--- src/rtl/nms_scheduler.sv ---
// Whole-frame sequencer for FAST9 non-maximum suppression: scans interior pixels,
// loads centre and neighbour scores into the NMS datapath and reports local maxima.
module nms_scheduler #(
   parameter int IMG_W  = 30,
   parameter int IMG_H  = 30,
   parameter int ADDR_W = 15,
   parameter int BORDER = 3
) (
   input  logic              clock,
   input  logic              reset,
   input  logic              start,
   output logic              busy,
   output logic              done,
   output logic              rd_req,
   output logic [ADDR_W-1:0] rd_addr,
   input  logic              rd_ack,
   input  logic              center_nz,
   output logic [3:0]        adj_number,
   output logic              reg_wr,
   output logic              eval,
   input  logic              is_max,
   output logic              out_valid,
   output logic [ADDR_W-1:0] out_addr,
   output logic [15:0]       corner_count,
   output logic [2:0]        fsm_state
);

   typedef enum logic [2:0] {
      S_IDLE   = 3'd0,
      S_CENTER = 3'd1,
      S_ADJ    = 3'd2,
      S_EVAL   = 3'd3,
      S_RESULT = 3'd4,
      S_NEXT   = 3'd5,
      S_DONE   = 3'd6
   } state_t;

   localparam int X_LAST = IMG_W - 1 - BORDER;
   localparam int Y_LAST = IMG_H - 1 - BORDER;
   localparam logic [ADDR_W-1:0] W_A      = ADDR_W'(IMG_W);
   localparam logic [ADDR_W-1:0] ONE_A    = ADDR_W'(1);
   localparam logic [ADDR_W-1:0] FIRST_A  = ADDR_W'(BORDER * IMG_W + BORDER);
   localparam logic [ADDR_W-1:0] ROW_STEP = ADDR_W'(2 * BORDER + 1);

   state_t            state;
   logic [ADDR_W-1:0] cx;
   logic [ADDR_W-1:0] cy;
   logic [ADDR_W-1:0] c;

   function automatic logic [ADDR_W-1:0] nb(input logic [ADDR_W-1:0] ca, input logic [3:0] k);
      logic [ADDR_W-1:0] a;
      case (k)
         4'd0:    a = ca - W_A - ONE_A;
         4'd1:    a = ca - W_A;
         4'd2:    a = ca - W_A + ONE_A;
         4'd3:    a = ca - ONE_A;
         4'd4:    a = ca + ONE_A;
         4'd5:    a = ca + W_A - ONE_A;
         4'd6:    a = ca + W_A;
         4'd7:    a = ca + W_A + ONE_A;
         default: a = ca;
      endcase
      return a;
   endfunction

   // rd_req is high exactly in CENTER/ADJ, so this is the ack-qualified load strobe.
   assign reg_wr    = rd_req & rd_ack;
   assign fsm_state = state;

   always_ff @(posedge clock) begin
      if (reset) begin
         state        <= S_IDLE;
         busy         <= 1'b0;
         done         <= 1'b0;
         rd_req       <= 1'b0;
         rd_addr      <= '0;
         adj_number   <= '0;
         eval         <= 1'b0;
         out_valid    <= 1'b0;
         out_addr     <= '0;
         corner_count <= '0;
         cx           <= '0;
         cy           <= '0;
         c            <= '0;
      end else begin
         done      <= 1'b0;
         eval      <= 1'b0;
         out_valid <= 1'b0;
         case (state)
            S_IDLE: begin
               if (start) begin
                  corner_count <= '0;
                  cx           <= ADDR_W'(BORDER);
                  cy           <= ADDR_W'(BORDER);
                  c            <= FIRST_A;
                  rd_req       <= 1'b1;
                  rd_addr      <= FIRST_A;
                  adj_number   <= 4'd8;
                  busy         <= 1'b1;
                  state        <= S_CENTER;
               end
            end
            S_CENTER: begin
               if (rd_ack) begin
                  if (center_nz) begin
                     rd_addr    <= nb(c, 4'd0);
                     adj_number <= 4'd0;
                     state      <= S_ADJ;
                  end else begin
                     rd_req <= 1'b0;
                     state  <= S_NEXT;
                  end
               end
            end
            S_ADJ: begin
               if (rd_ack) begin
                  if (adj_number == 4'd7) begin
                     rd_req <= 1'b0;
                     eval   <= 1'b1;
                     state  <= S_EVAL;
                  end else begin
                     adj_number <= adj_number + 4'd1;
                     rd_addr    <= nb(c, adj_number + 4'd1);
                  end
               end
            end
            S_EVAL: state <= S_RESULT;
            S_RESULT: begin
               if (is_max) begin
                  out_valid <= 1'b1;
                  out_addr  <= c;
                  if (corner_count != 16'hFFFF) corner_count <= corner_count + 16'd1;
               end
               state <= S_NEXT;
            end
            S_NEXT: begin
               if (cx == ADDR_W'(X_LAST) && cy == ADDR_W'(Y_LAST)) begin
                  done  <= 1'b1;
                  state <= S_DONE;
               end else begin
                  // Stepping past the last column skips both borders to reach the next row.
                  if (cx == ADDR_W'(X_LAST)) begin
                     cx      <= ADDR_W'(BORDER);
                     cy      <= cy + ONE_A;
                     c       <= c + ROW_STEP;
                     rd_addr <= c + ROW_STEP;
                  end else begin
                     cx      <= cx + ONE_A;
                     c       <= c + ONE_A;
                     rd_addr <= c + ONE_A;
                  end
                  rd_req     <= 1'b1;
                  adj_number <= 4'd8;
                  state      <= S_CENTER;
               end
            end
            S_DONE: begin
               busy  <= 1'b0;
               state <= S_IDLE;
            end
            default: state <= S_IDLE;
         endcase
      end
   end

endmodule

--- config.mk ---
export PLATFORM = sky130hd
export DESIGN_NAME = nms_scheduler
export DESIGN_NICKNAME = d
export VERILOG_FILES = /design/src/rtl/nms_scheduler.sv
export SDC_FILE = /design/constraint.sdc
export NUM_CORES = 1
export LEC_CHECK = 0
export BUFFER_PORTS_ARGS = -buffer_cell sky130_fd_sc_hd__buf_2
export CAP_MARGIN = 25
export CORE_MARGIN = 5
export CORE_UTILIZATION = 50
export DETAILED_ROUTE_END_ITERATION = 10
export GPL_TIMING_DRIVEN = 0
export PLACE_DENSITY_LB_ADDON = 0.05
export SLEW_MARGIN = 20
export SYNTH_ARGS = -nofsm -noshare
export SYNTH_HDL_FRONTEND = slang
export SYNTH_SLANG_ARGS = --single-unit
--- constraint.sdc ---
create_clock -name clock -period 5.3 [get_ports clock]
set_input_delay 0.265 -clock clock [delete_from_list [all_inputs] [get_ports clock]]
set_output_delay 0.265 -clock clock [all_outputs]
set_load 0.02 [all_outputs]
==> reports/summary.txt <==
Outcome: complete, no violations
Share of the synthesized area in the top cell type: 0.241
DRC viols: 0
FP Rows: 47
Setup repair after global routing missed its margin: no
Die area: 19900 um2
Antenna diodes: 0
Fmax: 251 MHz
Mapped Cells: 1139
Syn_nets: 1163
H-Tree Depth: 3
CTS Sinks: 103
Initial DRC Count: 936
Synth top area cells: dfxtp_1, nor2_1, xnor2_1
CP most frequent cell: buf_4
Worst Setup End Kind: flip-flop
Worst path arrival time: 4.23 ns
Hold Buf Count CTS: 0
Worst Hold Endpoint: eval
Reg clk slew, reported paths: 0.07 ns
Reg-to-Reg Start: c[1]
1st-pass router iterations: 5
TritonCTS clock tree: done
Setup repair bufs after CTS: 0
Area Overhead vs Synth: 10.6%
Top_reg_cell synth: dfxtp_1
R2R depth: 13
Fraction of registers with async set/reset: 0
Reg-to-reg slack, setup: 1.31 ns
Detailed Route WL: 29.6 mm
Util after Layout: 0.568
Grt met1 use: 0.412
Critical path class: flip-flop to flip-flop
Setup ws final: 1.31 ns
CTS buffer count: 9
Most frequent cells in the layout: nor2_1, nand2_1, dfxtp_1, a21oi_1, buf_2
Synthesis-stage register bit count: 103
Routing usage on met3: 0.0359
Fraction of layout cells with a size suffix above 1: 0.137
Sequential cell area: 2060 um2
Crit path buffers/inverters: 3
Fin Hold WS: 0.246 ns
Seq/Total Area, Yosys: 0.241
Final Wtd Congestion: 0.993
Final TNS setup: 0 ns
Worst-skew pair later-pin latency: 0.34 ns
Nets: 1238
Met2 Use GR: 0.454
Via/cell ratio: 6.21
Worst Hold Class: input port to flip-flop
Die height: 141 um
Endpoints failing setup: 0
Worst Skew: 0.00840 ns
GRT Resource Usage Total: 0.287
Core footprint: 16700 um2
Maximum VDD drop: 0.179 mV
Slowest CP cell: nor3b_2
FF-to-FF End: rd_addr[12]
Worst Path Max Fanout: 10
PwrDens: 263 nW/um2
Synthesized area: 8570 um2
WP depth: 13
DP Worst Slack: 1.47 ns
Starting density of the core: 0.513
Pin count of the biggest net entering global routing: 18
Tmin final: 3.99 ns
Max-capacitance violation count: 0
Fin. Hold Viols: 0
Crit-path cells: buf_4, buf_4, inv_1, ha_1, nor3b_2, and4b_1, o21ai_0, o32ai_1, nand3_1, nand4b_1, a31oi_1, o211ai_1, a31o_1
Post-DP HPWL: 22.8 mm
Leak pwr: 3.51 nW
GRT Residual Overflow: 0
Hold depth: 2
Clock Path Buffers: 2
Worst Hold Launch: rd_ack
Crit share post-route: 0.753
Yosys warnings: 0
Vias: 8930
Worst Path Required: 5.54 ns
Root Buffer: clkbuf_16
Final Max Tran Viols: 0
Number of flops mapped to enable cells by yosys: 0
Mean Syn Cell Area: 7.52 um2
Gr busiest metal: met2
First-pass GRT wire length: 45.5 mm
Post-synth top area cell: dfxtp_1
Post-synthesis cell type count: 108
Vias in the first global route: 8023
Worst rel slew slack: 0.324
Filler instances: 1644
Die Width: 141 um
Post_cts resized: 0
CP delay by family, top: simple AND/OR/NAND/NOR gates
Worst Tran Pin Value: 1.01 ns
Commonest non-fill, non-tap cell in the layout: nor2_1
Startpoint types: flip-flop
Final ANT Viol Nets: 0
# IOs: 65
Crit path largest cell delay: 0.70 ns
Multi-input combinational cell area: 5970 um2
Wire length per cell: 20.6 um
Number of buffers added on ports: 64
Antenna violations before repair: 0
[report_power, final]
part | total (mW) | internal, mW | switching, mW
clock network | 0.695 | 0.396 | 0.299
registers | 0.844 | 0.809 | 0.0356
logic | 0.955 | 0.324 | 0.631
total | 2.49 | 1.53 | 0.966
[cells in the mapped netlist, drive strengths merged, types with 10 or more instances]
cell type  number
inv            26
buf            40
nand4          17
a21oi          85
nor3b          10
nor2          145
ha             18
a211oi         13
nor3           33
a221oi         13
o22ai          13
a22oi          11
o21ai          72
mux2i          14
nand2b         10
nand2         124
dfxtp         103
nor2b          11
xnor2          62
nor4           11
nand3          31
and2           14
xor2           56
clkbuf         44
and3           12
[metal layers]
metal,vias up,wire length (um)
met5,-,0
met4,0,895
met3,59,2280
met2,416,13100
met1,4235,13400
li1,4220,-
[flip-flops by register name, indices dropped and copies added (netlist names)]
name          cells
out_valid         1
busy              1
rd_req            1
fsm_state         3
adj_number        4
cx               15
c                15
cy               15
done              1
out_addr         15
eval              1
corner_count     16
rd_addr          15
[stage by stage]
step,cell area (um2),cells,power (mW)
detailed placement,9170,1423,1.79
CTS,9480,1439,2.48
global route,9480,1439,2.61
floorplan,8570,1139,1.51
finish,9480,1439,2.49
global placement,9170,1423,1.78
[area by class of cell]
class	instances	area share
Clock inverter	5	0.00673
Buffer	84	0.0463
Sequential cell	103	0.217
Multi-Input combinational cell	926	0.630
Timing Repair Buffer	64	0.0338
Clock buffer	11	0.0267
Inverter	26	0.0103
Tap cell	220	0.0290
[how the worst max path moves through the flow]
stage                   from          end  slack, ns
3_5_place_dp            c[1]  rd_addr[12]       1.47
3_3_place_gp            c[1]  rd_addr[12]       1.46
5_1_grt                 c[1]  rd_addr[14]       1.07
4_1_cts                 c[1]  rd_addr[12]       1.43
2_1_floorplan  adj_number[1]  rd_addr[12]       2.15
6_report                c[1]  rd_addr[12]       1.31
[cells by family after synthesis]
| kind of cell | Yosys count | share of synthesized area |
|---|---|---|
| xor+xnor | 118 | 0.125 |
| fa+ha+maj | 18 | 0.0263 |
| simple gates | 470 | 0.282 |
| buf+inv | 110 | 0.0626 |
| compound gates | 301 | 0.240 |
| flops | 103 | 0.241 |
| mux | 19 | 0.0238 |
Power figures use the tool's default switching activity.
